===== src/rtl/alu_pkg.sv =====
// Shared types and encodings for the bit-serial ALU datapath.
package alu_pkg;

  typedef enum logic [1:0] {
    ST_IDLE = 2'd0,
    ST_RUN  = 2'd1,
    ST_DONE = 2'd2
  } state_e;

  // Arithmetic opsel encodings (mode = MODE_ARITH)
  localparam logic [2:0] OP_TRANSFER = 3'b000;
  localparam logic [2:0] OP_ADD      = 3'b001;
  localparam logic [2:0] OP_SUBM1    = 3'b010;
  localparam logic [2:0] OP_SUB      = 3'b011;
  localparam logic [2:0] OP_DEC      = 3'b100;

  // Logic-op encodings on opsel[1:0] (mode = MODE_LOGIC)
  localparam logic [1:0] LOP_AND  = 2'b00;
  localparam logic [1:0] LOP_OR   = 2'b01;
  localparam logic [1:0] LOP_XOR  = 2'b10;
  localparam logic [1:0] LOP_NOTA = 2'b11;

  localparam logic MODE_ARITH = 1'b0;
  localparam logic MODE_LOGIC = 1'b1;

endpackage


===== src/rtl/serial_bit_alu.sv =====
// One-bit ALU slice: full adder with operand-B conditioning, or bitwise logic op.
module serial_bit_alu
  import alu_pkg::*;
(
  input  logic       a_bit,
  input  logic       b_bit,
  input  logic       cin,
  input  logic [2:0] opsel,
  input  logic       mode,
  output logic       r_bit,
  output logic       cout
);

  logic b_eff;

  // Select conditioned B bit, then either add or apply the logic function
  always_comb begin
    b_eff = 1'b0;
    r_bit = 1'b0;
    cout  = 1'b0;
    if (opsel[2]) begin
      b_eff = 1'b1;
    end else begin
      unique case (opsel[1:0])
        2'b00:   b_eff = 1'b0;
        2'b01:   b_eff = b_bit;
        default: b_eff = ~b_bit;
      endcase
    end
    if (mode == MODE_ARITH) begin
      r_bit = a_bit ^ b_eff ^ cin;
      cout  = (a_bit & b_eff) | (a_bit & cin) | (b_eff & cin);
    end else begin
      unique case (opsel[1:0])
        LOP_AND:  r_bit = a_bit & b_bit;
        LOP_OR:   r_bit = a_bit | b_bit;
        LOP_XOR:  r_bit = a_bit ^ b_bit;
        LOP_NOTA: r_bit = ~a_bit;
        default:  r_bit = 1'b0;
      endcase
    end
  end

endmodule


===== src/rtl/serial_alu_core.sv =====
// Bit-serial ALU: latches operands on start, processes one bit per clock
// LSB first, then presents result/cout/zero with a one-cycle done pulse.
module serial_alu_core
  import alu_pkg::*;
#(
  parameter int unsigned WIDTH = 8
) (
  input  logic             clk,
  input  logic             rst_n,
  input  logic             start,
  input  logic [WIDTH-1:0] a,
  input  logic [WIDTH-1:0] b,
  input  logic [2:0]       opsel,
  input  logic             mode,
  input  logic             Cin_initial,
  output logic             busy,
  output logic             done,
  output logic [WIDTH-1:0] result,
  output logic             cout,
  output logic             zero
);

  localparam int unsigned CW = (WIDTH > 1) ? $clog2(WIDTH) : 1;
  localparam logic [CW-1:0] LAST = CW'(WIDTH - 1);

  state_e           state_q, state_d;
  logic [WIDTH-1:0] sa_q, sa_d, sb_q, sb_d, rs_q, rs_d;
  logic [WIDTH-1:0] result_q, result_d;
  logic [CW-1:0]    cnt_q, cnt_d;
  logic [2:0]       opsel_q, opsel_d;
  logic             mode_q, mode_d;
  logic             carry_q, carry_d;
  logic             cout_q, cout_d;
  logic             zero_q, zero_d;
  logic             slice_r, slice_c;

  serial_bit_alu u_slice (
    .a_bit (sa_q[0]),
    .b_bit (sb_q[0]),
    .cin   (carry_q),
    .opsel (opsel_q),
    .mode  (mode_q),
    .r_bit (slice_r),
    .cout  (slice_c)
  );

  // State and datapath registers with synchronous active-low reset
  always_ff @(posedge clk) begin
    if (!rst_n) begin
      state_q  <= ST_IDLE;
      sa_q     <= '0;
      sb_q     <= '0;
      rs_q     <= '0;
      result_q <= '0;
      cnt_q    <= '0;
      opsel_q  <= '0;
      mode_q   <= 1'b0;
      carry_q  <= 1'b0;
      cout_q   <= 1'b0;
      zero_q   <= 1'b0;
    end else begin
      state_q  <= state_d;
      sa_q     <= sa_d;
      sb_q     <= sb_d;
      rs_q     <= rs_d;
      result_q <= result_d;
      cnt_q    <= cnt_d;
      opsel_q  <= opsel_d;
      mode_q   <= mode_d;
      carry_q  <= carry_d;
      cout_q   <= cout_d;
      zero_q   <= zero_d;
    end
  end

  // Next-state and datapath updates; outputs latch on the final RUN edge
  always_comb begin
    state_d  = state_q;
    sa_d     = sa_q;
    sb_d     = sb_q;
    rs_d     = rs_q;
    result_d = result_q;
    cnt_d    = cnt_q;
    opsel_d  = opsel_q;
    mode_d   = mode_q;
    carry_d  = carry_q;
    cout_d   = cout_q;
    zero_d   = zero_q;
    unique case (state_q)
      ST_IDLE: begin
        if (start) begin
          state_d = ST_RUN;
          sa_d    = a;
          sb_d    = b;
          opsel_d = opsel;
          mode_d  = mode;
          carry_d = (mode == MODE_ARITH) ? Cin_initial : 1'b0;
          cnt_d   = '0;
        end
      end
      ST_RUN: begin
        sa_d    = sa_q >> 1;
        sb_d    = sb_q >> 1;
        rs_d    = {slice_r, rs_q[WIDTH-1:1]};
        carry_d = (mode_q == MODE_ARITH) ? slice_c : 1'b0;
        cnt_d   = cnt_q + CW'(1);
        if (cnt_q == LAST) begin
          // rs_d already holds the final bit, so result/cout/zero load in the same edge
          state_d  = ST_DONE;
          cnt_d    = '0;
          result_d = rs_d;
          cout_d   = carry_d;
          zero_d   = (rs_d == '0);
        end
      end
      ST_DONE: state_d = ST_IDLE;
      default: state_d = ST_IDLE;
    endcase
  end

  assign busy   = (state_q != ST_IDLE);
  assign done   = (state_q == ST_DONE);
  assign result = result_q;
  assign cout   = cout_q;
  assign zero   = zero_q;

endmodule


===== config.mk =====
export PLATFORM = sky130hd
export DESIGN_NAME = serial_alu_core
export DESIGN_NICKNAME = d
export VERILOG_FILES = /design/src/rtl/alu_pkg.sv /design/src/rtl/serial_bit_alu.sv /design/src/rtl/serial_alu_core.sv
export SDC_FILE = /design/constraint.sdc
export NUM_CORES = 1
export LEC_CHECK = 0
export CAP_MARGIN = 10
export CORE_UTILIZATION = 30
export CTS_CLUSTER_DIAMETER = 80
export CTS_CLUSTER_SIZE = 30
export DETAILED_ROUTE_END_ITERATION = 10
export GPL_ROUTABILITY_DRIVEN = 0
export PLACE_DENSITY_LB_ADDON = 0.15
export SLEW_MARGIN = 0
export SYNTH_ARGS = -nofsm -noshare
export SYNTH_HDL_FRONTEND = slang
export SYNTH_SLANG_ARGS = --single-unit

===== constraint.sdc =====
create_clock -name clk -period 4.1 [get_ports clk]
set_input_delay 0.82 -clock clk [delete_from_list [all_inputs] [get_ports clk]]
set_output_delay 0.82 -clock clk [all_outputs]
set_load 0.01 [all_outputs]

==> results.json, run 1 <==
{
  "synth_largest_area_cell": "dfxtp_1",
  "worstMarginPinSlew_ps": 894,
  "start_util": 0.314,
  "status": "finished, final reports clean",
  "arrival_ps": 1460,
  "multi_input_area_um2": 921,
  "async_reset_ff_frac": 0,
  "routed_via_density": 4.78,
  "syn2layout_area_growth_pct": 25.1,
  "post_cts_resized": 0,
  "synthCells": 225,
  "worstSkewPairLatency_ps": 290,
  "cts_setup_buffers": 0,
  "antenna_found_initial": 0,
  "die_w_um": 81.2,
  "clock.fmax_mhz": 439,
  "synth.avg_cell_area_um2": 8.36,
  "hold_path_depth": 2,
  "hold_path.class": "flip-flop to flip-flop",
  "cap_violations": 0,
  "synth_top_cells_by_count": "nand2_1, dfxtp_1, a31oi_1, o21ai_0, a21boi_0",
  "swShare": 0.262,
  "cts_hold_buffers": 0,
  "p_per_area_nw_per_um2": 352,
  "final_util": 0.393,
  "syn-num-nets": 254,
  "synth_flop_cell": "dfxtp_1",
  "fp.dieArea_um2": 6590,
  "numCtsBuffers": 5,
  "reg2reg_slack_ps": 2340,
  "r2r_cells": 7,
  "dr_total_vias": 1582,
  "hold_violations": 0,
  "wl_per_cell_um": 12.5,
  "ctsLongestPathBuffers": 2,
  "gr-usage-all-layers": 0.141,
  "p_seq_frac": 0.547,
  "netlist_top_cells_area": "dfxtp_1, nand2_1, a21boi_0",
  "syn_area_um2": 1880,
  "p_leak_uw": 0.000843,
  "dp.cells": 322,
  "hold_end": "result[5]",
  "reg2reg_to": "zero",
  "p_clk_frac": 0.322,
  "synth_top_cell_area_share": 0.458,
  "core_area_um2": 5990,
  "setup_violations": 0,
  "cts.sinks": 43,
  "instances_no_fill": 331,
  "antenna_left": 0,
  "final-max-slew-violation-count": 0,
  "synth-warning-count": 0,
  "overflow": 0,
  "tns_ps": 0,
  "peakVddDrop_mv": 0.113,
  "nNetsFinal": 284,
  "cp.required_ps": 3280,
  "worstSetupEndpointType": "output pin",
  "place_hpwl_um": 2690,
  "yosysMostFrequentCell": "nand2_1",
  "grt_pass1_vias": 1482,
  "drive_gt1_frac": 0.0547,
  "synth-edff-count": 0,
  "wirelength_um": 4130,
  "setup.worst_path.start_class": "flip-flop",
  "rows": 28,
  "stdcell_area_um2": 2350,
  "relSlewSlack": 0.404,
  "drc": 0,
  "rsz0062_at_grt": "no",
  "synth-seq-area-share": 0.458,
  "first_pass_iters": 4,
  "path_clk_slew_ps": 80,
  "min_from": "result[5]",
  "ff_latch_area_um2": 861,
  "yosysUniqueCellTypes": 31,
  "hold_slack_ps": 466,
  "r2r-start": "sb_q[0]",
  "path_max_fanout": 9,
  "fin_skew_ps": 6.03,
  "cts_max_level": 2,
  "drt_iter0_drc": 72,
  "io_pins": 36,
  "tritoncts": "built",
  "power.switching_uw": 217,
  "portBuffers": 35,
  "placed_area_um2": 2260,
  "grt_max_degree": 43,
  "min_period_ps": 2280,
  "antenna_cells": 0,
  "intPower_uw": 611,
  "critPathKind": "flip-flop to output pin",
  "synth_seq_cells": 43,
  "ctsRootBufferMaster": "clkbuf_8",
  "fin_crit_sh": 0.556,
  "combPwrFrac": 0.131,
  "grt_pass1_wl_um": 6950,
  "fill_cells": 623,
  "die_h_um": 81.2
}
power groups by stage:
| stage | Combinational (uW) | Clock, uW | Sequential, uW |
|---|---|---|---|
| 2_1_floorplan | 73.7 | 0 | 459 |
| 3_3_place_gp | 107 | 0 | 464 |
| 3_5_place_dp | 108 | 0 | 464 |
| 4_1_cts | 109 | 282 | 454 |
| 5_1_grt | 125 | 297 | 457 |
| 6_report | 108 | 267 | 454 |
metal layers:
| layer | global-route usage | routed length [um] | up-vias |
|---|---|---|---|
| met2 | 0.217 | 1880 | 33 |
| met5 | 0 | 0 | - |
| met4 | 0.0589 | 73 | 0 |
| li1 | - | - | 829 |
| met1 | 0.186 | 1990 | 713 |
| met3 | 0.0360 | 184 | 7 |
flip-flops by register name, indices dropped and copies added (netlist names):
register  cells
rs_q          7
opsel_q       3
result        8
zero          1
carry_q       1
mode_q        1
sb_q          8
cnt_q         3
cout          1
sa_q          8
state_q       2
cell type report:
class	instances	area share
inverters	2	0.00319
flip-flops and latches	43	0.366
well taps	75	0.0399
clock inverters	2	0.00532
multi-input cells	164	0.391
clock buffers	6	0.0309
repair buffers	39	0.163
per-stage QoR:
stage	setup WS [ps]	total power (uW)
final	1820	829
after global routing	1700	879
after CTS	1620	845
after detailed placement	1290	572
after global placement	1330	571
after floorplan	2420	533
critical path, stage by stage (launching register included):
cell and delay (ps):
dfxtp_1 380, or2_2 310, clkdlybuf4s50_1 470
placed cells by master (no fill, tap or decap), types with 3 or more instances in the layout:
cell | netlist | routed
nand3b_1 | 4 | 4
a31oi_1 | 18 | 18
clkbuf_8 | 0 | 5
dfxtp_1 | 43 | 43
a21boi_0 | 17 | 17
nor2b_1 | 4 | 4
nand2b_1 | 3 | 3
ha_1 | 4 | 4
nand3_1 | 4 | 4
a21boi_1 | 5 | 5
buf_4 | 0 | 3
o21ai_0 | 18 | 18
nand2_1 | 70 | 70
clkdlybuf4s50_1 | 0 | 35
logic make-up after synthesis:
kind of cell             share of synthesized area
AND/OR/NAND/NOR                              0.233
AO/OA/AOI/OAI                                0.208
multiplexers                                0.0113
flip-flops                                   0.458
buffers and inverters                       0.0526
adder cells (fa/ha/maj)                     0.0373
worst max-delay path by stage:
stage	startpoint	endpoint	slack, ps	cells after the start
floorplan	start	sa_q[3]	2420	5
global placement	start	mode_q	1330	5
detailed placement	start	mode_q	1290	5
CTS	start	mode_q	1620	5
global route	state_q[1]	done	1700	2
finish	state_q[1]	busy	1820	2
Power figures use the tool's default switching activity.
==> inputs of run 2 (changes only) <==
Clock period 4.1 ns to 2.4 ns, I/O delays scaled along.
==> results.json, run 2 (synthesis gave the netlist of run 1 again) <==
{
  "cp-startpoint": "state_q[1]",
  "dp_slack_ps": 485,
  "antenna_left": 0,
  "relSlewSlack": 0.516,
  "fin_crit_sh": 0.808,
  "cts_hold_buffers": 0,
  "die_h_um": 81.2,
  "routed_via_density": 4.73,
  "dr_total_vias": 1579,
  "layout_setup_ws_ps": 461,
  "clock.fmax_mhz": 516,
  "die_w_um": 81.2,
  "p_leak_uw": 0.000855,
  "worstMarginPinSlew_ps": 725,
  "fp.dieArea_um2": 6590,
  "portBuffers": 35,
  "antenna_cells": 0,
  "nNetsFinal": 287,
  "wl_per_cell_um": 11.7,
  "ctsLongestPathBuffers": 2,
  "wirelength_um": 3910,
  "cts_max_level": 2,
  "swShare": 0.259,
  "intPower_uw": 1050,
  "worstSkewPairLatency_ps": 290,
  "power.switching_uw": 365,
  "tritoncts": "built",
  "overflow": 0,
  "arrival_ps": 1460,
  "placed_area_um2": 2290,
  "grt_max_degree": 43,
  "path_clk_slew_ps": 90,
  "min_period_ps": 1940,
  "r2r-start": "sb_q[0]",
  "cap_violations": 0,
  "hold_violations": 0,
  "fin_skew_ps": 9.08,
  "gr-usage-all-layers": 0.128,
  "core_area_um2": 5990,
  "worstSetupEndpointType": "output pin",
  "layout_commonest_cell": "nand2_1",
  "cp_num_buf_inv": 1,
  "drive_gt1_frac": 0.0656,
  "crit_chain": "nor2b_1 > clkdlybuf4s50_1",
  "stdcell_area_um2": 2370,
  "cp.required_ps": 1920,
  "antenna_found_initial": 0,
  "slowest_delay_ps": 540,
  "min_from": "result[5]",
  "drt_iter0_drc": 95,
  "status": "finished, final reports clean",
  "p_clk_frac": 0.320,
  "p_seq_frac": 0.550,
  "hold_path.class": "flip-flop to flip-flop",
  "cts.sinks": 43,
  "io_pins": 36,
  "setup.worst_path.start_class": "flip-flop",
  "critPathTopFamily": "buffers and inverters",
  "peakVddDrop_mv": 0.216,
  "post_cts_resized": 0,
  "critPathKind": "flip-flop to output pin",
  "start_util": 0.314,
  "place_hpwl_um": 2650,
  "first_pass_iters": 5,
  "grt_pass1_wl_um": 6490,
  "final-max-slew-violation-count": 0,
  "final_util": 0.396,
  "numCtsBuffers": 5,
  "path_max_fanout": 9,
  "grt_pass1_vias": 1402,
  "setup_violations": 0,
  "combPwrFrac": 0.130,
  "drc": 0,
  "cp_slowest_cell": "clkdlybuf4s50_1",
  "rows": 28,
  "p_per_area_nw_per_um2": 595,
  "rsz0062_at_grt": "no",
  "ctsRootBufferMaster": "clkbuf_8",
  "cts_setup_buffers": 0,
  "syn2layout_area_growth_pct": 26.1,
  "tns_ps": 0,
  "layout_common_cells": "nand2_1, dfxtp_1, clkdlybuf4s50_1"
}
[run 2: power by group through the flow]
stage / clock network (uW) / logic (uW) / registers (uW)
after floorplan: 0 / 126 / 784
after global placement: 0 / 183 / 792
after detailed placement: 0 / 186 / 792
after CTS: 473 / 188 / 775
after global routing: 501 / 206 / 781
final: 452 / 183 / 775
[run 2: stage by stage]
step | cells | power (uW) | hold slack [ps]
2_1_floorplan | 225 | 910 | 435
6_report | 334 | 1410 | 464
3_3_place_gp | 326 | 976 | 456
4_1_cts | 334 | 1440 | 471
5_1_grt | 334 | 1490 | 488
3_5_place_dp | 326 | 978 | 451
[run 2: tightest hold or removal path: cells and delay by family, from the launching register on]
| family | cells | cell delay [ps] |
|---|---|---|
| AO/OA/AOI/OAI | 1 | 60 |
| flip-flops | 1 | 320 |
| AND/OR/NAND/NOR | 1 | 40 |
[run 2: final cells by class]
| type | count | area (um^2) |
|---|---|---|
| multi-input cells | 164 | 921 |
| repair buffers | 42 | 403 |
| fillers | 618 | 3620 |
| well taps | 75 | 93.8 |
| inverters | 2 | 7.51 |
| clock inverters | 2 | 12.5 |
| clock buffers | 6 | 72.6 |
| flip-flops and latches | 43 | 861 |
[run 2: path summary, 6_finish.rpt]
path,depth (start not counted),endpoint,slack [ps]
hold / removal,2,result[5],460
setup reg to reg,7,zero,630
setup / recovery,2,done,460
hold reg to reg,2,result[5],460
[run 2: metal layers]
metal,share of wire,vias to the layer above,GRT usage,wire [um]
li1,-,832,-,-
met1,0.50,719,0.168,1930
met2,0.46,23,0.203,1790
met3,0.035,5,0.0303,137
met4,0.012,0,0.0482,46
met5,0,-,0,0
